### src/rtl/id_ex_reg.sv
// Decode-to-execute pipeline register.
// Captures the decoder control bundle, operands, immediate, PC+4 and register
// specifiers for the EX stage, with hazard-unit stall (hold) and flush (bubble)
// support and a saturating count of injected bubbles for performance debug.
module id_ex_reg #(
   parameter int unsigned WIDTH   = 32'd32,
   parameter int unsigned REGBITS = 32'd5,
   parameter int unsigned CNTW    = 32'd16
) (
   input  logic               clk,
   input  logic               reset,
   input  logic               stall_e,
   input  logic               flush_e,
   input  logic               valid_d,
   input  logic               regwrite_d,
   input  logic               memtoreg_d,
   input  logic               memwrite_d,
   input  logic               branch_d,
   input  logic               bne_d,
   input  logic               alusrc_d,
   input  logic               jump_d,
   input  logic               jal_d,
   input  logic               lb_d,
   input  logic [1:0]         regdst_d,
   input  logic [1:0]         aluop_d,
   input  logic [WIDTH-1:0]   rd1_d,
   input  logic [WIDTH-1:0]   rd2_d,
   input  logic [WIDTH-1:0]   signimm_d,
   input  logic [WIDTH-1:0]   pcplus4_d,
   input  logic [REGBITS-1:0] rs_d,
   input  logic [REGBITS-1:0] rt_d,
   input  logic [REGBITS-1:0] rd_d,
   output logic               regwrite_e,
   output logic               memtoreg_e,
   output logic               memwrite_e,
   output logic               branch_e,
   output logic               bne_e,
   output logic               alusrc_e,
   output logic               jump_e,
   output logic               jal_e,
   output logic               lb_e,
   output logic [1:0]         regdst_e,
   output logic [1:0]         aluop_e,
   output logic [WIDTH-1:0]   rd1_e,
   output logic [WIDTH-1:0]   rd2_e,
   output logic [WIDTH-1:0]   signimm_e,
   output logic [WIDTH-1:0]   pcplus4_e,
   output logic [REGBITS-1:0] rs_e,
   output logic [REGBITS-1:0] rt_e,
   output logic [REGBITS-1:0] rd_e,
   output logic [REGBITS-1:0] writereg_e,
   output logic               valid_e,
   output logic [CNTW-1:0]    bubble_count
);

   // Control bundle: 9 single-bit flags plus regdst and aluop.
   localparam int unsigned CTLW = 32'd13;

   localparam logic [REGBITS-1:0] REG_RA   = REGBITS'(5'd31);
   localparam logic [CNTW-1:0]    CNT_MAX  = {CNTW{1'b1}};
   localparam logic [CNTW-1:0]    CNT_ONE  = {{(CNTW-1){1'b0}}, 1'b1};
   localparam logic [CTLW-1:0]    CTL_ZERO = {CTLW{1'b0}};
   localparam logic [WIDTH-1:0]   DAT_ZERO = {WIDTH{1'b0}};
   localparam logic [REGBITS-1:0] REG_ZERO = {REGBITS{1'b0}};
   localparam logic [CNTW-1:0]    CNT_ZERO = {CNTW{1'b0}};

   // Destination register selected by the decoder's regdst field.
   function automatic logic [REGBITS-1:0] resolve_writereg(
      input logic [1:0]         regdst,
      input logic [REGBITS-1:0] rt,
      input logic [REGBITS-1:0] rd
   );
      logic [REGBITS-1:0] wr;
      case (regdst)
         2'b00:   wr = rt;
         2'b01:   wr = rd;
         2'b10:   wr = REG_RA;
         2'b11:   wr = rd;
         default: wr = rd;
      endcase
      return wr;
   endfunction

   logic [CTLW-1:0]    ctl_r;
   logic [CTLW-1:0]    ctl_d_s;
   logic [CTLW-1:0]    ctl_next_s;
   logic [REGBITS-1:0] writereg_next_s;
   logic [CNTW-1:0]    count_inc_s;

   // Gate decoder controls with valid_d so X from illegal opcodes never reaches EX,
   // and form the saturating increment of the bubble counter.
   always_comb begin
      ctl_d_s         = {regwrite_d, memtoreg_d, memwrite_d, branch_d, bne_d,
                         alusrc_d, jump_d, jal_d, lb_d, regdst_d, aluop_d};
      ctl_next_s      = CTL_ZERO;
      writereg_next_s = REG_ZERO;
      count_inc_s     = bubble_count;
      if (valid_d) begin
         ctl_next_s      = ctl_d_s;
         writereg_next_s = resolve_writereg(regdst_d, rt_d, rd_d);
      end else begin
         ctl_next_s      = CTL_ZERO;
         writereg_next_s = REG_ZERO;
      end
      if (bubble_count != CNT_MAX) begin
         count_inc_s = bubble_count + CNT_ONE;
      end else begin
         count_inc_s = bubble_count;
      end
   end

   // Pipeline register: reset clears, flush loads a bubble, stall holds, else load.
   always_ff @(posedge clk or posedge reset) begin
      if (reset) begin
         ctl_r        <= CTL_ZERO;
         rd1_e        <= DAT_ZERO;
         rd2_e        <= DAT_ZERO;
         signimm_e    <= DAT_ZERO;
         pcplus4_e    <= DAT_ZERO;
         rs_e         <= REG_ZERO;
         rt_e         <= REG_ZERO;
         rd_e         <= REG_ZERO;
         writereg_e   <= REG_ZERO;
         valid_e      <= 1'b0;
         bubble_count <= CNT_ZERO;
      end else if (flush_e) begin
         ctl_r        <= CTL_ZERO;
         rd1_e        <= DAT_ZERO;
         rd2_e        <= DAT_ZERO;
         signimm_e    <= DAT_ZERO;
         pcplus4_e    <= DAT_ZERO;
         rs_e         <= REG_ZERO;
         rt_e         <= REG_ZERO;
         rd_e         <= REG_ZERO;
         writereg_e   <= REG_ZERO;
         valid_e      <= 1'b0;
         bubble_count <= count_inc_s;
      end else if (!stall_e) begin
         ctl_r        <= ctl_next_s;
         rd1_e        <= rd1_d;
         rd2_e        <= rd2_d;
         signimm_e    <= signimm_d;
         pcplus4_e    <= pcplus4_d;
         rs_e         <= rs_d;
         rt_e         <= rt_d;
         rd_e         <= rd_d;
         writereg_e   <= writereg_next_s;
         valid_e      <= valid_d;
         if (!valid_d) begin
            bubble_count <= count_inc_s;
         end
      end
   end

   assign {regwrite_e, memtoreg_e, memwrite_e, branch_e, bne_e,
           alusrc_e, jump_e, jal_e, lb_e, regdst_e, aluop_e} = ctl_r;

endmodule
### config.mk
export PLATFORM = sky130hd
export DESIGN_NAME = id_ex_reg
export DESIGN_NICKNAME = d
export VERILOG_FILES = /design/src/rtl/id_ex_reg.sv
export SDC_FILE = /design/constraint.sdc
export NUM_CORES = 1
export LEC_CHECK = 0
export BUFFER_PORTS_ARGS = -buffer_cell sky130_fd_sc_hd__buf_4
export CAP_MARGIN = 5
export CORE_AREA = 2 2 131 133
export CTS_BUF_LIST = sky130_fd_sc_hd__clkbuf_4 sky130_fd_sc_hd__clkbuf_8
export DETAILED_ROUTE_END_ITERATION = 10
export DIE_AREA = 0 0 133 135
export GPL_ROUTABILITY_DRIVEN = 0
export PLACE_DENSITY = 0.76
export SLEW_MARGIN = 20
export SYNTH_ARGS = -nofsm -noshare
export SYNTH_HDL_FRONTEND = slang
export SYNTH_SLANG_ARGS = --single-unit
### constraint.sdc
create_clock -name clk -period 14.1 [get_ports clk]
set_input_delay 2.82 -clock clk [delete_from_list [all_inputs] [get_ports clk]]
set_output_delay 2.82 -clock clk [all_outputs]
set_load 0.05 [all_outputs]
==> impl_metrics.yaml <==
die:
  die_w_um: 133
  rows: 47
  ioPinCount: 339
  core_um2: 16400
  die_h_um: 135
  dieArea_um2: 18000
  start_util_pct: 44.0
routing:
  drt-wirelength-per-cell_um: 17.1
  ant_nets: 0
  finalWirelength_mm: 19.6
  drc: 0
  firstDrtPassIters: 4
  viasPerCell: 4.91
  drt_iter0_markers: 228
  vias: 5630
clock_network:
  clk_pin_slew_worst_paths_ns: 0.09
  clk-insertion-delay-late_ns: 0.44
  cts_resized: 0
  numCtsBuffers: 17
  cts_buffer_depth: 2
  clock_sinks: 178
  ctsHoldBuffers: 0
  postCtsSetupBuffers: 0
  cts_tree: "done"
  cts-root-buf: "clkbuf_8"
  htree_levels: 4
finish:
  fin_nets: 1078
  final_cells: 1147
  multiInputGateArea_um2: 2610
  drive_gt1_share_pct: 41.0
  num_antenna_cells: 0
  fill_cells: 1323
  final-seq-area_um2: 4450
  area_delta_synth_final_pct: 43.6
yosys:
  synth_fp_nets: 752
  synth_most_common_cell: "dfrtp_1"
  synth_commonest_cells: "dfrtp_1, nor2_1, mux2i_1, a22o_1, buf_2"
  netlist_instances: 590
  yosys.area.top_type: "dfrtp_1"
  synth.ff_latch_count: 178
  ys_async_sr_fraction_pct: 100
  ys_seq_area_share_pct: 61.7
  syn_area_per_cell_um2: 12.2
  synth_enable_flop_cells: 0
  syn_area_um2: 7220
  yosys_warnings: 0
  synth_top_area_share_pct: 61.7
  ys_types: 27
  synth_ff_type: "dfrtp_1"
  synth_area_leaders: "dfrtp_1, mux2i_1, nor2_1, a22o_1, xor2_1"
global_route:
  gr-usage-all-layers_pct: 21.9
  grt_max_degree: 82
  grt_first_pass_wirelength_mm: 30.5
  antenna_found_initial: 0
  grt_pass1_vias: 5707
  overflow: 0
sta:
  max_freq_mhz: 205
  setup_tns_ns: 0
  skew_ns: 0.00891
  rsz0062_at_grt: "no"
  fin_ws_ns: 9.21
  setup_viol: 0
  min_period_over_period_pct: 34.7
  hold_viol: 0
  worst_pin_slew_ns: 0.866
  slew_violations: 0
  finalCriticalPeriod_ns: 4.89
  slew_headroom_pct: 42.3
setup_path:
  critPathLaunchType: "primary input"
  rrSetupSlack_ns: 12.16
  end_kind: "register"
  worstPathRequired_ns: 14.46
  crit_path_max_fanout: 81
  worstPathArrival_ns: 5.25
  crit_type: "primary input to register"
place:
  hpwl_mm: 14.2
  dp_slack_ns: 8.73
  placed_cells_incl_taps: 1117
  io_buffer_count: 338
power_and_ir_drop:
  p_per_area_nw_per_um2: 125
  cellLeakagePower_nw: 5.70
  ir_drop_mv: 0.0654
worst_hold_path:
  min_path_type: "register to register"
job:
  maxCapViolations: 0
status:
  status: "finished clean"
-- placed cells by master, fill, tap and decap left out --
master and n:
nor4b_1 2, nor4_1 4, clkinv_4 2, or3_4 1, clkbuf_4 3, nor3_1 6, mux2_4 1, nand2b_1 1
nor3b_4 1, nand3_1 2, inv_1 1, buf_4 342, dfrtp_1 178, clkinv_2 1, nand4_1 4, mux2i_1 143
ha_1 1, nand4_4 1, inv_6 1, o21bai_1 1, a22o_1 18, nor2b_2 1, xor2_1 14, nand2_1 12
o21ai_0 5, a21o_1 1, nor2_1 153, xnor2_1 1, bufinv_16 4, o41ai_4 1, clkinvlp_4 2, clkbuf_8 19
-- final timing paths --
kind,to,from,cells after the start
min in group asynchronous,rs_e[1],reset,2
worst max-delay path,bubble_count[14],flush_e,6
worst min-delay path,valid_e,valid_e,1
worst min register to register,valid_e,valid_e,1
worst max register to register,bubble_count[1],bubble_count[8],3
max in group asynchronous,signimm_e[18],reset,3
-- sequential cells by signal, indices dropped and copies added, names as in the netlist --
signal and flops:
rd1_e 32, pcplus4_e 32, rs_e 5, rd_e 5, signimm_e 32, writereg_e 5, rd2_e 32, rt_e 5
valid_e 1, ctl_r 13, bubble_count 16
-- critical path, cell delays in order --
cell      delay (ns)
buf_4           0.64
buf_4           0.69
o21bai_1        0.27
nand2b_1        0.20
nor4b_1         0.39
xor2_1          0.17
-- layout make-up --
type	instances	share of cell area, %
clock buffer	21	2.61
tap	220	2.66
timing repair buffer	343	24.9
sequential	178	43.0
clock inverter	9	1.52
inverter	2	0.121
multi-input combinational	374	25.2
-- per-layer routing --
| layer | vias up | global-route usage (%) | routed length (um) |
|---|---|---|---|
| met3 | 29 | 8.45 | 1700 |
| met4 | 0 | 7.65 | 471 |
| met5 | - | 0 | 0 |
| met1 | 2716 | 25.1 | 7520 |
| li1 | 2634 | - | - |
| met2 | 251 | 37.5 | 9950 |
-- through the flow --
stage          area [um2]  power [mW]  utilization [%]  hold WS (ns)
2_1_floorplan        7220       0.805                -         0.795
3_3_place_gp         9920       0.927             60.5         0.477
3_5_place_dp         9920       0.932             60.5         0.480
4_1_cts             10400        1.31             63.1         0.501
5_1_grt             10400        1.35             63.1         0.521
6_report            10400        1.29             63.1         0.498
-- cell families after synthesis --
| kind of cell | after synthesis | share of synthesized area, % |
|---|---|---|
| adders and majority gates | 1 | 0.173 |
| AOI/OAI and AO/OA | 26 | 3.12 |
| buffers and inverters | 38 | 2.25 |
| muxes | 144 | 20.0 |
| DFF | 178 | 61.7 |
| and+or+nand+nor | 188 | 10.9 |
| xor gates and xnor gates | 15 | 1.82 |
-- power by group --
group          switching [mW]  internal (mW)  total, mW
Sequential             0.0368          0.548      0.584
Combinational           0.219          0.117      0.336
Clock                   0.172          0.202      0.374
Total                   0.428          0.866       1.29
(Power assumes the default switching activity.)
